[src/rtl/rr_arb_pkg.sv]
// Shared types for the 2:1 round-robin arbitrated mux.
// Latency: n/a (types and constants only).
// Backpressure: n/a.
package rr_arb_pkg;

    // Arbiter ownership state.
    typedef enum logic [1:0] {
        IDLE  = 2'd0,
        OWN_A = 2'd1,
        OWN_B = 2'd2
    } state_t;

    // Mux select encoding. last_owner reuses the same encoding.
    localparam logic SEL_A = 1'b0;
    localparam logic SEL_B = 1'b1;

endpackage

[src/rtl/arb_hold_cnt.sv]
// Counts consecutive owned cycles and flags when the owner has used its slot.
// Latency: expired is decoded from the registered count (same cycle as count).
// Backpressure: none; the parent decides whether to act on expired.
//
// Ports: clk, rst_n (async active-low), owned (arbiter not idle),
//        clr (ownership changes on the next edge), expired (count == MAX_HOLD-1).
module arb_hold_cnt #(
    parameter int MAX_HOLD = 8
) (
    input  logic clk,
    input  logic rst_n,
    input  logic owned,
    input  logic clr,
    output logic expired
);

    localparam logic [7:0] LIMIT = 8'(MAX_HOLD - 1);

    logic [7:0] cnt;

    // Saturates at LIMIT so a lone owner with no competitor never wraps
    // back to zero and loses its expired status.
    always_ff @(posedge clk or negedge rst_n) begin
        if (!rst_n) begin
            cnt <= '0;
        end else if (clr || !owned) begin
            cnt <= '0;
        end else if (cnt != LIMIT) begin
            cnt <= cnt + 8'd1;
        end
    end

    assign expired = (cnt == LIMIT);

endmodule

[src/rtl/rr_arb_mux_2_1.sv]
// Two-requester round-robin arbiter driving a registered 2:1 data mux.
// Latency: grant, sel, y and y_vld all appear one cycle after the request is sampled.
// Backpressure: none; the owner holds its request for the whole transfer.
//
// Ports: clk, rst_n (async active-low); req_a/req_b requests, a/b data;
//        gnt_a/gnt_b ownership, sel (0 = a, 1 = b), y registered data, y_vld.
// Optional macro RR_ARB_TIMEOUT_EN: forces handover after MAX_HOLD owned
// cycles when the other side is waiting (instantiates arb_hold_cnt).
module rr_arb_mux_2_1
    import rr_arb_pkg::*;
#(
    parameter int WIDTH    = 1,
    parameter int MAX_HOLD = 8
) (
    input  logic             clk,
    input  logic             rst_n,
    input  logic             req_a,
    input  logic             req_b,
    input  logic [WIDTH-1:0] a,
    input  logic [WIDTH-1:0] b,
    output logic             gnt_a,
    output logic             gnt_b,
    output logic             sel,
    output logic [WIDTH-1:0] y,
    output logic             y_vld
);

    state_t state;
    state_t state_nxt;
    logic   last_owner;   // SEL_A / SEL_B of the most recent owner
    logic   hold_expired;

`ifdef RR_ARB_TIMEOUT_EN
    arb_hold_cnt #(
        .MAX_HOLD (MAX_HOLD)
    ) u_hold_cnt (
        .clk     (clk),
        .rst_n   (rst_n),
        .owned   (state != IDLE),
        .clr     (state_nxt != state),
        .expired (hold_expired)
    );
`else
    // MAX_HOLD has no effect without the timeout; its legal range never
    // includes 0, so this is a constant low.
    assign hold_expired = (MAX_HOLD == 0);
`endif

    always_comb begin
        state_nxt = state;
        case (state)
            IDLE: begin
                if (req_a && req_b) begin
                    // Tie: serve whoever did not own the path last.
                    state_nxt = (last_owner == SEL_B) ? OWN_A : OWN_B;
                end else if (req_a) begin
                    state_nxt = OWN_A;
                end else if (req_b) begin
                    state_nxt = OWN_B;
                end
            end
            OWN_A: begin
                // Direct handover avoids an idle bubble between owners.
                if (!req_a) begin
                    state_nxt = req_b ? OWN_B : IDLE;
                end else if (hold_expired && req_b) begin
                    state_nxt = OWN_B;
                end
            end
            OWN_B: begin
                if (!req_b) begin
                    state_nxt = req_a ? OWN_A : IDLE;
                end else if (hold_expired && req_a) begin
                    state_nxt = OWN_A;
                end
            end
            default: state_nxt = IDLE;
        endcase
    end

    // Mux output is registered for the next-state owner so y lines up
    // with the grant decoded from the state register.
    always_ff @(posedge clk or negedge rst_n) begin
        if (!rst_n) begin
            state      <= IDLE;
            last_owner <= SEL_B;
            sel        <= SEL_A;
            y          <= '0;
            y_vld      <= 1'b0;
        end else begin
            state <= state_nxt;
            y_vld <= (state_nxt != IDLE);
            case (state_nxt)
                OWN_A: begin
                    sel        <= SEL_A;
                    y          <= a;
                    last_owner <= SEL_A;
                end
                OWN_B: begin
                    sel        <= SEL_B;
                    y          <= b;
                    last_owner <= SEL_B;
                end
                default: begin
                    // IDLE: sel and y hold their last values.
                end
            endcase
        end
    end

    assign gnt_a = (state == OWN_A);
    assign gnt_b = (state == OWN_B);

endmodule
[config.mk]
export PLATFORM = sky130hd
export DESIGN_NAME = rr_arb_mux_2_1
export DESIGN_NICKNAME = d
export VERILOG_FILES = /design/src/rtl/rr_arb_pkg.sv /design/src/rtl/arb_hold_cnt.sv /design/src/rtl/rr_arb_mux_2_1.sv
export SDC_FILE = /design/constraint.sdc
export NUM_CORES = 1
export LEC_CHECK = 0
export BUFFER_PORTS_ARGS = -buffer_cell sky130_fd_sc_hd__buf_2
export CAP_MARGIN = 20
export CORE_AREA = 3 3 40 42
export CTS_CLUSTER_DIAMETER = 100
export DETAILED_ROUTE_END_ITERATION = 8
export DIE_AREA = 0 0 43 45
export GPL_TIMING_DRIVEN = 0
export SKIP_CTS_REPAIR_TIMING = 1
export SLEW_MARGIN = 20
export SYNTH_ARGS = -nofsm -noshare
export SYNTH_HDL_FRONTEND = slang
export SYNTH_SLANG_ARGS = --single-unit
[constraint.sdc]
create_clock -name clk -period 2.78 [get_ports clk]
set_input_delay 0.834 -clock clk [delete_from_list [all_inputs] [get_ports clk]]
set_output_delay 0.834 -clock clk [all_outputs]
set_load 0.03 [all_outputs]
Yosys cells after proc, flatten, opt, wreduce, memory -nomap -nowiden

Cells that the tools add are included.
Widths: inputs -> output; s select.

Register bits after elaboration: 6
Latch bits: 0
Bits in writable memories: 0
ROM bits: 0
Output and inout bits: 5
Memories: 0

Add/sub/neg operators: 0
$mul: 0
Divide/modulo/power cells: 0
Order comparisons: 0
Equal/unequal tests: 4
Shift operators: 0
Mux-type cells: 11
Bitwise gates (word level): 0
Reductions and logical operators: 4

Operator list:

| cell               | number |
|---|---|
| $mux 2             | 7 |
| $pmux 2 s3         | 1 |
| $eq 2x1->1 const B | 2 |
| $eq 2x2->1 const B | 2 |
| $pmux 1 s2         | 2 |
| $reduce_bool 2->1  | 2 |
| $logic_not 2->1    | 1 |
| $logic_and 1x1->1  | 1 |
| $mux 1             | 1 |

Logic depth before layout (Yosys ltp)

Depth after elaboration: 6
Mapped depth: 6
Gate-level depth less buffers: 6

Worst setup path before layout

Ideal clock, no wire load.

Path kind: reg-to-output
Start: register state[0]
End: output gnt_a
Arrival time: 0.864 ns
Required time: 1.946 ns
Setup slack: 1.082 ns
Stages on the path, launching flop included: 2
Buffers on the path: 0
Cell sequence: dfrtp_1 nor2b_1

Longest elaborated chain between the ends: 1

Ends and longest elaborated chain:

| item                     | RTL line              | source |
|---|---|---|
| start: declaration       | rr_arb_mux_2_1.sv:28  | `state_t state;` |
| start signal: assignment | rr_arb_mux_2_1.sv:91  | `state <= state_nxt;` |
| $eq 2x1->1               | rr_arb_mux_2_1.sv:111 | `assign gnt_a = (state == OWN_A);` |
| end: declaration         | rr_arb_mux_2_1.sv:21  | `output logic gnt_a,` |

Every way passes these cells.

Worst setup path after layout

Start: register state[1]
End: output gnt_b

Longest elaborated chain between the ends: 1

Ends and longest elaborated chain:

| item             | RTL line              | source |
|---|---|---|
| $eq 2x2->1       | rr_arb_mux_2_1.sv:112 | `assign gnt_b = (state == OWN_B);` |
| end: declaration | rr_arb_mux_2_1.sv:22  | `output logic gnt_b,` |

Every way passes these cells.

==> results.py <==
metrics = {
    "worst_setup_path": {
        "ff2ff_setup_slack_ps": 1270,
        "path_class": "reg2out",
        "start_kind": "flip-flop",
        "crit_required_ps": 1950,
        "crit_fanout": 4,
        "end_kind": "output pin",
        "crit_arrival_ps": 1010,
    },
    "floorplan": {
        "core-area_mm2": 0.00128,
        "die_x_um": 43,
        "ioPinCount": 11,
        "rows": 13,
        "dieArea_mm2": 0.00194,
        "die_y_um": 45,
        "initial_utilization_pct": 22.0,
    },
    "sta": {
        "fmax_mhz": 543,
        "setup_violations": 0,
        "drv_slew": 0,
        "hold_violations": 0,
        "rsz0062_at_grt": "false",
        "post-route-period-util_pct": 66.2,
        "skew_ps": 8.35,
        "max-slew-margin-rel_pct": 81.5,
        "period_minus_slack_ps": 1840,
        "setup_ws_ps": 939,
        "worst_pin_slew_ps": 275,
        "fin_tns_setup_ps": 0,
    },
    "cells_and_area": {
        "diodes": 0,
        "final_layout_size_suffix_gt1_share_pct": 34.9,
        "final_area_um2": 378,
        "syn_to_final_growth_pct": 33.6,
        "nets": 52,
    },
    "global_routing": {
        "grt_max_degree": 7,
        "use_met3_pct": 6.37,
        "gr-total-overflow": 0,
        "grt-busiest-layer": "met2",
        "use_met1_pct": 7.13,
        "grt_pass1_wl_um": 938,
        "grt_util_met2_pct": 10.8,
        "grt_pass1_vias": 230,
        "track_usage_pct": 7.04,
        "antenna_found_initial": 0,
    },
    "cts": {
        "clk_pin_slew_worst_paths_ps": 50,
        "root_buffer": "clkbuf_4",
        "worst_skew_pair.late_latency_ps": 250,
        "cts_made_buffers": 3,
        "clk_path_buf_depth": 2,
        "numClockSinks": 6,
        "tritoncts": "yes",
        "htreeDepth": 1,
    },
    "routing": {
        "drc_errors": 0,
        "ant_nets": 0,
        "avgRoutedWirePerCell_um": 8.97,
        "post_drt_via_cell_ratio": 4.09,
        "wirelength_um": 520,
        "drt_iter0_markers": 0,
        "drt-pass1-iter-count": 1,
        "vias": 237,
    },
    "power_and_ir_drop": {
        "p_per_area_mw_per_mm2": 981,
        "ir_worst_vdd_mv": 0.314,
        "p_leak_uw": 0.000189,
        "finalPower_uw": 371,
    },
    "yosys": {
        "synth_area_leaders": "dfrtp_1, dfstp_2, ha_1",
        "ys_types": 12,
        "synth_top_area_cell": "dfrtp_1",
        "avgSynthCellArea_um2": 9.75,
        "yosysWarnings": 0,
        "seq_area_frac_synth_pct": 53.5,
        "synthMostInstantiatedCell": "nor2_1",
        "synth-edff-count": 0,
        "synthCells": 29,
        "synth_ff_type": "dfrtp_1",
        "yosys-top-cells-count": "nor2_1, dfrtp_1, inv_1, o21ai_0",
        "synth_top_area_share_pct": 44.2,
        "synth.cell_area_um2": 283,
        "ys_ff_latch": 6,
        "asyncSetResetFlopFracSynth_pct": 100,
        "synth_nets": 37,
    },
    "job": {
        "maxCapViolCount": 0,
    },
    "place": {
        "dpl-instance-area_um2": 352,
        "dp_slack_ps": 898,
        "gp_congestion": 0.659,
        "io_buffer_count": 10,
        "dp_hpwl_um": 404,
    },
    "status": {
        "outcome": "completed",
    },
    "worst_hold_path": {
        "min_path_type": "in2async",
    },
}
==> cell families after synthesis <==
group,count (synthesis),synth area share [%]
adder cells (fa/ha/maj),2,8.85
buffers and inverters,4,5.31
AND/OR/NAND/NOR,8,11.5
flip-flops,6,53.5
multiplexers,1,3.54
AO/OA/AOI/OAI,8,17.3
==> state kept, by name, summed over array words and instances (netlist names) <==
name,flops
sel,1
last_owner,1
y,1
y_vld,1
state,2
==> path summary, 6_finish.rpt <==
kind	start	cells after the start	to
min in group clk	last_owner	2	last_owner
setup reg to reg	last_owner	6	sel
setup / recovery	state[1]	3	gnt_b
max in group asynchronous	rst_n	1	last_owner
hold reg to reg	last_owner	2	last_owner
hold / removal	rst_n	1	sel
==> worst max-delay path, stage by stage (launching register included) <==
cell     delay [ps]
dfrtp_1         380
inv_1            80
nor2_1           90
buf_2           200
==> area by class of cell <==
cell class                      instances  area, µm²
Tap cell                               15       18.8
Timing Repair Buffer                   10       50.0
Sequential cell                         6        151
Clock buffer                            4       26.3
Inverter                                4       15.0
Multi-Input combinational cell         19        116
Fill cell                             143        907
==> cell usage in the layout (no fill, tap or decap) <==
| cell | n |
|---|---|
| dfstp_2 | 1 |
| ha_1 | 2 |
| nor2_1 | 6 |
| o21ai_0 | 4 |
| buf_2 | 10 |
| inv_1 | 4 |
| nand2_1 | 1 |
| dfrtp_1 | 5 |
| a21oi_1 | 1 |
| nor2b_1 | 1 |
| a21oi_2 | 1 |
| clkbuf_1 | 1 |
| o21a_1 | 2 |
| clkbuf_4 | 3 |
| mux2i_1 | 1 |
==> layer usage <==
layer | vias up | share of wire [%] | wire length, µm
met4 | 0 | 0 | 0
met3 | 0 | 14 | 72
li1 | 121 | - | -
met1 | 105 | 41 | 213
met5 | - | 0 | 0
met2 | 11 | 45 | 235
==> report_power, final <==
group,switching (µW),internal [µW],leakage [µW]
logic,94.8,48.4,0.000103
registers,19.6,120,0.0000710
clock network,33.2,54.5,0.0000150
total,148,223,0.000189
==> metrics by stage <==
step                util, %  std cells  hold WS, ps
floorplan                 -         29          476
global placement       27.4         54          501
detailed placement     27.4         54          503
CTS                    29.4         58          394
global route           29.4         58          393
finish                 29.4         58          400
Note: power is estimated with default switching activity, not from simulation.
